## src/rtl/arinc_txrx_loop_pkg.sv

```systemverilog
// Shared constants and helpers for the ARINC-429-style loopback block:
// rate table, word/field geometry and frame bit ordering.
package arinc_txrx_loop_pkg;

  localparam int WORD_BITS    = 32;
  localparam int GAP_BITS_DEF = 4;
  localparam int ADR_W        = 8;
  localparam int DAT_W        = 23;
  localparam int DIV_W        = 16;

  // Bit rate in bit/s, indexed by Nvel.
  localparam int RATE_HZ [4] = '{12_500, 50_000, 100_000, 100_000};

  typedef enum logic [1:0] {
    TX_IDLE = 2'd0,
    TX_DATA = 2'd1,
    TX_GAP  = 2'd2
  } tx_state_e;

  // clk cycles per half-bit; ce_tx runs at twice the bit rate.
  function automatic logic [DIV_W-1:0] half_div(input int f_clk, input logic [1:0] nvel);
    return DIV_W'(f_clk / (2 * RATE_HZ[nvel]));
  endfunction

  function automatic logic [ADR_W-1:0] rev8(input logic [ADR_W-1:0] v);
    logic [ADR_W-1:0] r;
    r = '0;
    for (int i = 0; i < ADR_W; i++) r[i] = v[ADR_W-1-i];
    return r;
  endfunction

  // Line order of bits 1..31: ADR MSB first, then DAT LSB first; index 0 goes out first.
  function automatic logic [WORD_BITS-2:0] tx_frame(input logic [ADR_W-1:0] adr,
                                                    input logic [DAT_W-1:0] dat);
    return {dat, rev8(adr)};
  endfunction

endpackage

```

## src/rtl/arinc_txrx_loop_rx.sv

```systemverilog
// Self-clocked line decoder: one bit per rising edge of TXD1|TXD0, rebuilds
// ADR/DAT after 32 bits, checks odd parity and drops partial words on idle.
module arinc_rx
  import arinc_txrx_loop_pkg::*;
(
  input  logic                   clk_i,
  input  logic                   rst_n_i,
  input  logic                   txd1_i,
  input  logic                   txd0_i,
  input  logic [DIV_W-1:0]       half_i,
  output logic [ADR_W-1:0]       adr_o,
  output logic [DAT_W-1:0]       dat_o,
  output logic [4:0]             cb_o,
  output logic                   wr_o,
  output logic                   par_ok_o,
  output logic                   res_o
);

  localparam logic [4:0] LAST_BIT = 5'(WORD_BITS - 1);

  logic                 line_q, line_d;
  logic [WORD_BITS-1:0] sr_q, sr_d;
  logic [4:0]           cb_q, cb_d;
  logic [DIV_W+1:0]     idle_q, idle_d;
  logic [ADR_W-1:0]     adr_q, adr_d;
  logic [DAT_W-1:0]     dat_q, dat_d;
  logic                 ok_q, ok_d;
  logic                 wr_q, wr_d;
  logic                 res_q, res_d;
  logic                 rise;

  assign rise = (txd1_i | txd0_i) & ~line_q;

  always_comb begin
    line_d = txd1_i | txd0_i;
    sr_d   = sr_q;
    cb_d   = cb_q;
    idle_d = idle_q;
    adr_d  = adr_q;
    dat_d  = dat_q;
    ok_d   = ok_q;
    wr_d   = 1'b0;
    res_d  = 1'b0;
    if (rise) begin
      sr_d[cb_q] = txd1_i;
      // Timeout window is two bit-times (four half-bits) from the last edge.
      idle_d = {half_i, 2'b00};
      if (cb_q == LAST_BIT) begin
        adr_d = rev8(sr_d[ADR_W-1:0]);
        dat_d = sr_d[WORD_BITS-2:ADR_W];
        ok_d  = ^sr_d;
        wr_d  = 1'b1;
        cb_d  = '0;
      end else begin
        cb_d = cb_q + 5'd1;
      end
    end else if (cb_q != '0) begin
      if (idle_q == '0) begin
        res_d = 1'b1;
        cb_d  = '0;
      end else begin
        idle_d = idle_q - (DIV_W+2)'(1);
      end
    end
  end

  always_ff @(posedge clk_i) begin
    if (!rst_n_i) begin
      line_q <= 1'b0;
      sr_q   <= '0;
      cb_q   <= '0;
      idle_q <= '0;
      adr_q  <= '0;
      dat_q  <= '0;
      ok_q   <= 1'b0;
      wr_q   <= 1'b0;
      res_q  <= 1'b0;
    end else begin
      line_q <= line_d;
      sr_q   <= sr_d;
      cb_q   <= cb_d;
      idle_q <= idle_d;
      adr_q  <= adr_d;
      dat_q  <= dat_d;
      ok_q   <= ok_d;
      wr_q   <= wr_d;
      res_q  <= res_d;
    end
  end

  assign adr_o    = adr_q;
  assign dat_o    = dat_q;
  assign cb_o     = cb_q;
  assign wr_o     = wr_q;
  assign par_ok_o = ok_q;
  assign res_o    = res_q;

endmodule

```

## src/rtl/arinc_txrx_loop.sv

```systemverilog
// ARINC-429-style transmitter with bipolar RZ line driver, looped back into
// the arinc_rx decoder.
//   state   | meaning
//   TX_IDLE | waiting for st; line quiet
//   TX_DATA | 32 word bits on the line (cb_bit_tx 0..31)
//   TX_GAP  | idle bit-times after the word (cb_bit_tx 32..35)
module arinc_txrx_loop
  import arinc_txrx_loop_pkg::*;
#(
  parameter int F_CLK    = 50_000_000,
  parameter int GAP_BITS = GAP_BITS_DEF
) (
  input  logic        clk,
  input  logic        rst_n,
  input  logic [1:0]  Nvel,
  input  logic [7:0]  ADR,
  input  logic [22:0] DAT,
  input  logic        st,
  output logic        ce_tx,
  output logic        FT_tx,
  output logic        en_tx_word,
  output logic        en_tx_dat,
  output logic [5:0]  cb_bit_tx,
  output logic        SDAT,
  output logic        T_cp_tx,
  output logic        QM,
  output logic        TXD1,
  output logic        TXD0,
  output logic        SLP,
  output logic [7:0]  sr_adr_rx,
  output logic [22:0] sr_dat_rx,
  output logic [4:0]  cb_bit_rx,
  output logic        ce_wr,
  output logic        FT_cp_rx,
  output logic        res
);

  localparam logic [5:0] LAST_DAT = 6'(WORD_BITS - 1);
  localparam logic [5:0] LAST_BIT = 6'(WORD_BITS + GAP_BITS - 1);

  tx_state_e              state_q, state_d;
  logic [DIV_W-1:0]       half_q, half_d;
  logic [DIV_W-1:0]       div_q, div_d;
  logic                   ft_q, ft_d;
  logic [5:0]             cb_q, cb_d;
  logic [WORD_BITS-2:0]   sr_q, sr_d;
  logic                   par_q, par_d;
  logic                   slp_q, slp_d;
  logic [DIV_W-1:0]       half_new;
  logic                   busy, bit_end, sdat;

  assign half_new = half_div(F_CLK, Nvel);
  assign busy     = (state_q != TX_IDLE);
  assign ce_tx    = busy && (div_q == '0);
  assign bit_end  = ce_tx && !ft_q;
  // The parity bit is the running accumulator itself, so bit 32 closes the word odd.
  assign sdat     = (state_q == TX_DATA) && ((cb_q == LAST_DAT) ? par_q : sr_q[0]);

  always_comb begin
    state_d = state_q;
    half_d  = half_q;
    div_d   = div_q;
    ft_d    = ft_q;
    cb_d    = cb_q;
    sr_d    = sr_q;
    par_d   = par_q;
    slp_d   = slp_q;
    case (state_q)
      TX_IDLE: begin
        if (st) begin
          state_d = TX_DATA;
          half_d  = half_new;
          div_d   = half_new - DIV_W'(1);
          ft_d    = 1'b1;
          cb_d    = '0;
          sr_d    = tx_frame(ADR, DAT);
          par_d   = 1'b1;
          slp_d   = (Nvel == 2'd0);
        end
      end
      default: begin
        if (ce_tx) begin
          div_d = half_q - DIV_W'(1);
          ft_d  = ~ft_q;
        end else begin
          div_d = div_q - DIV_W'(1);
        end
        if (bit_end) begin
          cb_d  = cb_q + 6'd1;
          sr_d  = sr_q >> 1;
          par_d = par_q ^ sdat;
          if (state_q == TX_DATA && cb_q == LAST_DAT) state_d = TX_GAP;
          if (state_q == TX_GAP && cb_q == LAST_BIT) begin
            state_d = TX_IDLE;
            cb_d    = '0;
            ft_d    = 1'b0;
            div_d   = '0;
          end
        end
      end
    endcase
  end

  always_ff @(posedge clk) begin
    if (!rst_n) begin
      state_q <= TX_IDLE;
      half_q  <= '0;
      div_q   <= '0;
      ft_q    <= 1'b0;
      cb_q    <= '0;
      sr_q    <= '0;
      par_q   <= 1'b0;
      slp_q   <= 1'b0;
    end else begin
      state_q <= state_d;
      half_q  <= half_d;
      div_q   <= div_d;
      ft_q    <= ft_d;
      cb_q    <= cb_d;
      sr_q    <= sr_d;
      par_q   <= par_d;
      slp_q   <= slp_d;
    end
  end

  assign FT_tx      = ft_q;
  assign en_tx_word = busy;
  assign en_tx_dat  = (state_q == TX_DATA);
  assign cb_bit_tx  = cb_q;
  assign SDAT       = sdat;
  assign T_cp_tx    = par_q;
  assign QM         = en_tx_dat & ft_q;
  assign TXD1       = QM & SDAT;
  assign TXD0       = QM & ~SDAT;
  assign SLP        = slp_q;

  arinc_rx u_rx (
    .clk_i    (clk),
    .rst_n_i  (rst_n),
    .txd1_i   (TXD1),
    .txd0_i   (TXD0),
    .half_i   (half_q),
    .adr_o    (sr_adr_rx),
    .dat_o    (sr_dat_rx),
    .cb_o     (cb_bit_rx),
    .wr_o     (ce_wr),
    .par_ok_o (FT_cp_rx),
    .res_o    (res)
  );

endmodule

```

## config.mk

```make
export PLATFORM = sky130hd
export DESIGN_NAME = arinc_txrx_loop
export DESIGN_NICKNAME = d
export VERILOG_FILES = /design/src/rtl/arinc_txrx_loop_pkg.sv /design/src/rtl/arinc_txrx_loop_rx.sv /design/src/rtl/arinc_txrx_loop.sv
export SDC_FILE = /design/constraint.sdc
export NUM_CORES = 1
export LEC_CHECK = 0
export ABC_AREA = 0
export BUFFER_PORTS_ARGS = -buffer_cell sky130_fd_sc_hd__buf_2
export CAP_MARGIN = 10
export CORE_ASPECT_RATIO = 1.1
export CORE_MARGIN = 2
export CORE_UTILIZATION = 25
export DETAILED_ROUTE_END_ITERATION = 16
export PLACE_DENSITY = 0.42
export SYNTH_ARGS = -nofsm -noshare
export SYNTH_HDL_FRONTEND = slang
export SYNTH_HIERARCHICAL = 1
export SYNTH_SLANG_ARGS = --single-unit
```

## constraint.sdc

```tcl
create_clock -name clk -period 7.2 [get_ports clk]
set_clock_uncertainty 0.1 [all_clocks]
set_input_delay 1.44 -clock clk [delete_from_list [all_inputs] [get_ports clk]]
set_output_delay 1.44 -clock clk [all_outputs]
set_load 0.02 [all_outputs]
```

After elaboration in Yosys (flattened, before gate mapping)

Cells that the tools add are included.

Input port bits: 36
Register bits after elaboration: 164
Logic and storage cells: 116

Eq/ne operators: 7
$add $sub $neg: 6
Mux-type cells: 40
Reduce and logical (&&, ||, !) cells: 28
Bitwise operators: 13
Divide/modulo/power cells: 1
Magnitude comparators: 3

Operators by type and width:

| cell                                                                          | number |
|---|---|
| 31-bit 2-to-1 mux                                                             | 5 |
| 16-bit 2-to-1 mux                                                             | 5 |
| 32-bit binary-select mux with 2-bit select                                    | 1 |
| 18-bit 2-to-1 mux                                                             | 3 |
| 16-bit by 1-bit subtractor with 16-bit output (second input constant)         | 3 |
| 32-bit bitwise mux                                                            | 1 |
| 27-bit by 32-bit divider with 32-bit output (first input constant)            | 1 |
| 32-bit parity                                                                 | 1 |
| 6-bit 2-to-1 mux                                                              | 4 |
| 5-bit 2-to-1 mux                                                              | 4 |
| 18-bit logical NOT                                                            | 1 |
| 18-bit by 1-bit subtractor with 18-bit output (second input constant)         | 1 |
| 16-bit logical NOT                                                            | 1 |
| 2-bit AND reduction                                                           | 7 |
| 1-bit 2-to-1 mux                                                              | 11 |
| 2-bit 2-to-1 mux                                                              | 5 |
| 2-bit nonzero test                                                            | 4 |
| 6-bit by 1-bit adder with 6-bit output (second input constant)                | 1 |
| 6-bit by 5-bit == test with 1-bit output (second input constant)              | 1 |
| 6-bit == test (second input constant)                                         | 1 |
| 1-bit logical AND                                                             | 6 |
| 5-bit by 6-bit less-than comparator with 1-bit output (second input constant) | 1 |
| 1-bit NOT                                                                     | 6 |
| 5-bit by 1-bit adder with 5-bit output (second input constant)                | 1 |
| other kinds (19)                                                              | 23 |

Depth between registers and ports, before layout

Depth in word-level cells: 9
Gate-level depth with buffers: 33

Hierarchy

The synthesis kept the hierarchy.

Modules (own cells, without submodules):

| module          | instances | cells an instance | area an instance (um2) | seq. area each (um2) |
|---|---|---|---|---|
| arinc_txrx_loop | 1         | 728               | 5477.8                 | 1441.4 |
| arinc_rx        | 1         | 484               | 4471.8                 | 1801.7 |

Worst setup path after synthesis

OpenSTA, ideal clock, no wires.

Path type: input port to flip-flop
Start: input Nvel[0]
End: register half_q[11]
Required time: 6.976 ns
Data arrival time: 6.891 ns
Stages on the path: 33
Buffers on the path: 4
Slack: 0.085 ns
Path through: buf_6 nor2_4 inv_2 clkbuf_1 ha_1 nand2_2 inv_4 clkbuf_1 nand2_1 ha_1 or2_2 a221oi_2 o41a_4 a21oi_1 ha_1 nand2_1 a21oi_1 a21oi_4 nor2_1 a31oi_1 inv_1 ha_1 a311o_1 nor4_4 buf_6 o221ai_1 o21ai_1 ha_1 a21oi_1 a21o_1 a211oi_1 a31oi_1 nand2_1

Cells in the longest elaborated chain, start to end: 5

RTL lines:

| what                                                 | line                      | RTL |
|---|---|---|
| from (decl)                                          | arinc_txrx_loop.sv:15     | `input logic [1:0] Nvel,` |
| 2-bit NOT with 3-bit output (implied by the code)    | arinc_txrx_loop_pkg.sv:22 | `return DIV_W'(f_clk / (2 * RATE_HZ[nvel]));` |
| 32-bit binary-select mux with 2-bit select           | arinc_txrx_loop_pkg.sv:22 |  |
| 31-bit 2-to-1 mux (implied by the code) (2 in a row) | arinc_txrx_loop_pkg.sv:22 |  |
| 27-bit by 32-bit divider with 32-bit output          | arinc_txrx_loop_pkg.sv:22 |  |
| to (signal assigned)                                 | arinc_txrx_loop.sv:116    | `half_q <= half_d;` |
| to (decl)                                            | arinc_txrx_loop.sv:42     | `logic [DIV_W-1:0] half_q, half_d;` |

Every way passes these cells. The select of a mux whose other input is x is not followed.
A chain may end at the register's enable or synchronous reset.

Worst setup path in the final report

Start: input Nvel[1]
End: register half_q[11]

Same word-level chain as after synthesis.

==> results_dict.tcl <==
set metrics [dict create \
    area_delta_synth_final_pct 15.28 \
    rsz0062_at_grt "no" \
    routed.top_layer "met4" \
    hp-class "reg2reg" \
    grt_first_pass_wirelength_um 46750 \
    fin_crit_sh_pct 91.24 \
    status "complete, no violations" \
    place.detailed.hpwl_um 19770 \
    setup_viol 0 \
    drc 0 \
    yosysMostFrequentCell "dfxtp_1" \
    drtIter0Drc 469 \
    synth_top_cell_area_share_pct 32.60 \
    cpMostUsedCell "ha_1" \
    cp.required_ps 7410 \
    start_kind "input port" \
    place_ws_ps 221.6 \
    die_w_um 194.2 \
    fmax_ghz 0.1522 \
    synth_area_um2 9950 \
    fp-row-count 76 \
    cpPeakStageDelay_ps 340 \
    cts-resized-gates 0 \
    cap_viol_max_count 0 \
    layout-drive-gt1-share_pct 15.75 \
    grt_max_degree 64 \
    hold_violations 0 \
    fin_setup_tns_ps 0 \
    fin_nets 1362 \
    cts_tree "built" \
    core_um2 39180 \
    r2r_setup_slack_ps 2790 \
    ys_seq_elements 162 \
    num_io_pins 91 \
    end_kind "register" \
    slowest_stage "a311o_1" \
    wl_per_cell_um 16.11 \
    vias 8895 \
    initial_core_util_pct 25.40 \
    power.switching_uw 789.3 \
    reg2regPathDepth 13 \
    synthDistinctLibCells 99 \
    power_leakage_nw 4.515 \
    crit_family "compound AO/OA/AOI/OAI gates" \
    cts_buffer_depth 2 \
    root_buffer "clkbuf_16" \
    ys_top_cells_by_area "dfxtp_1 (33%), ha_1 (6.3%), nor2_1 (5.7%), nand2_1 (5.7%), xnor2_1 (3.8%)" \
    syn_inst 1212 \
    ant_nets 0 \
    die_y_um 213.2 \
    io_buffer_count 90 \
    arrival_ps 6780 \
    power.density_nw_per_um2 217.9 \
    power.total_mw 2.499 \
    cts_setup_buffers 0 \
    num-fill-cells 4323 \
    wl_met1_um 13780 \
    dpl.cell_count 1764 \
    whs_ps 354.0 \
    pwr-share-seq_pct 40.5 \
    numCtsBuffers 17 \
    num_antenna_cells 0 \
    async_flop_share_pct 0 \
    place_congestion 0.8025 \
    wl_um 28940 \
    die-area_um2 41410 \
    worst_hold_startpoint "u_rx/sr_q[17]" \
    vias_per_cell 4.953 \
    cp_max_fo 7 \
    htree_levels 4 \
    yosys_warnings 6 \
    startpoint "Nvel[1]" \
    p_sw_share_pct 31.58 \
    dr_wl_met3_um 960 \
    synth-main-ff-cell "dfxtp_1" \
    critPathKind "in2reg" \
    comb_power_share_pct 22.2 \
    post-route-min-period_ps 6569 \
    ir_worst_vdd_mv 0.1828 \
    r2r-start "cb_bit_tx[1]" \
    critical_path_depth 29 \
    grt_pass1_vias 8586 \
    synth_commonest_cells "dfxtp_1 (162), nor2_1 (152), nand2_1 (150)" \
    antenna_found_initial 0 \
    synth-seq-area-share_pct 32.60 \
    fin_area_um2 11470 \
    clock_power_share_pct 37.3 \
    whs_path_depth 2 \
    finalCoreUtilization_pct 29.28 \
    layout_setup_ws_ps 631.1 \
    final_cells 1796 \
    synth_area_leader_cell "dfxtp_1" \
    tightest_slew_ps 1013 \
    path_clk_slew_ps 70 \
    drv_slew 0 \
    cts_hold_buf 0 \
    drtPass1Iterations 5 \
    grt_usage_pct 13.91 \
    slew-limit-headroom_pct 32.39 \
    critical_path_buf_inv_count 4 \
    clk_latency_ps 430 \
    placed_area_um2 10870 \
    synth-edff-count 0 \
    cts.sinks 162 \
    syn_avg_cell_area_um2 8.209 \
    p_int_mw 1.710 \
    overflow 0 \
    dr_wl_met2_um 13700 \
]
[worst paths after layout]
path / end
max: half_q[11]
min: u_rx/sr_q[17]
max reg2reg: u_rx/par_ok_o
min reg2reg: u_rx/sr_q[17]
[worst min-delay path: cells and delay by family (launching register included)]
kind | cells | cell delay (ps)
AND/OR/NAND/NOR | 1 | 40
AO/OA/AOI/OAI | 1 | 50
flip-flops | 1 | 320
[cells in the final DEF (no fill, tap or decap), types with 5 or more instances in the layout]
| cell type | instances |
|---|---|
| dfxtp_1 | 162 |
| nor2_1 | 150 |
| nand2_1 | 149 |
| buf_2 | 90 |
| o21ai_0 | 75 |
| a21oi_1 | 73 |
| ha_1 | 50 |
| a211oi_1 | 45 |
| xnor2_1 | 43 |
| a311oi_1 | 35 |
| mux2i_1 | 34 |
| buf_4 | 34 |
| inv_1 | 26 |
| nor3_1 | 25 |
| xor2_1 | 24 |
| clkbuf_16 | 17 |
| nand3_1 | 16 |
| and4bb_1 | 12 |
| nand4b_1 | 12 |
| nor4_1 | 11 |
| conb_1 | 11 |
| nor2b_1 | 10 |
| nand4_1 | 9 |
| o21ai_1 | 8 |
| or3_1 | 8 |
| nand2b_1 | 6 |
| and3_1 | 5 |
| a21o_1 | 5 |
| a31oi_1 | 5 |
| a32o_1 | 5 |
| and2_1 | 5 |
[power groups by stage]
stage	clock, mW	combinational [mW]	sequential [mW]
6_report	0.932	0.554	1.01
5_1_grt	0.992	0.627	1.02
4_1_cts	0.967	0.557	1.01
3_5_place_dp	0	0.554	1.03
3_3_place_gp	0	0.554	1.03
2_1_floorplan	0	0.423	1.02
[flip-flops by register name, indices dropped and copies added, names as in the netlist, 2 cells and up]
| register | flops |
|---|---|
| u_rx/adr_o | 8 |
| u_rx/idle_q | 18 |
| u_rx/dat_o | 23 |
| sr_q | 31 |
| half_q | 14 |
| u_rx/sr_q | 32 |
| cb_bit_tx | 6 |
| u_rx/cb_o | 5 |
| state_q | 2 |
| div_q | 16 |
[cell type report]
class / count / area, um^2 / share of cell area [%]
repair buffers: 124 / 705.7 / 6.152
multi-input cells: 939 / 6167 / 53.77
flip-flops and latches: 162 / 3243 / 28.28
clock buffers: 21 / 470.5 / 4.102
inverters: 32 / 122.6 / 1.069
well taps: 507 / 634.4 / 5.531
clock inverters: 11 / 126.4 / 1.102
[logic make-up (layout without fill, tap and decap cells)]
group                    count (synthesis)  in the layout  synth area share, %
other                                    2             11              0.07548
buffers and inverters                  120            188                5.923
AO/OA/AOI/OAI                          318            318                21.96
XOR/XNOR                                69             69                6.288
flip-flops                             162            162                32.60
adder cells (fa/ha/maj)                 50             50                6.288
AND/OR/NAND/NOR                        453            453                22.95
multiplexers                            38             38                3.924
[metal layers]
layer	vias to the layer above	track usage (%)
li1	4462	-
met1	4253	18.40
met2	156	23.22
met3	24	2.338
met4	0	4.206
met5	-	0
(Power assumes the default switching activity.)
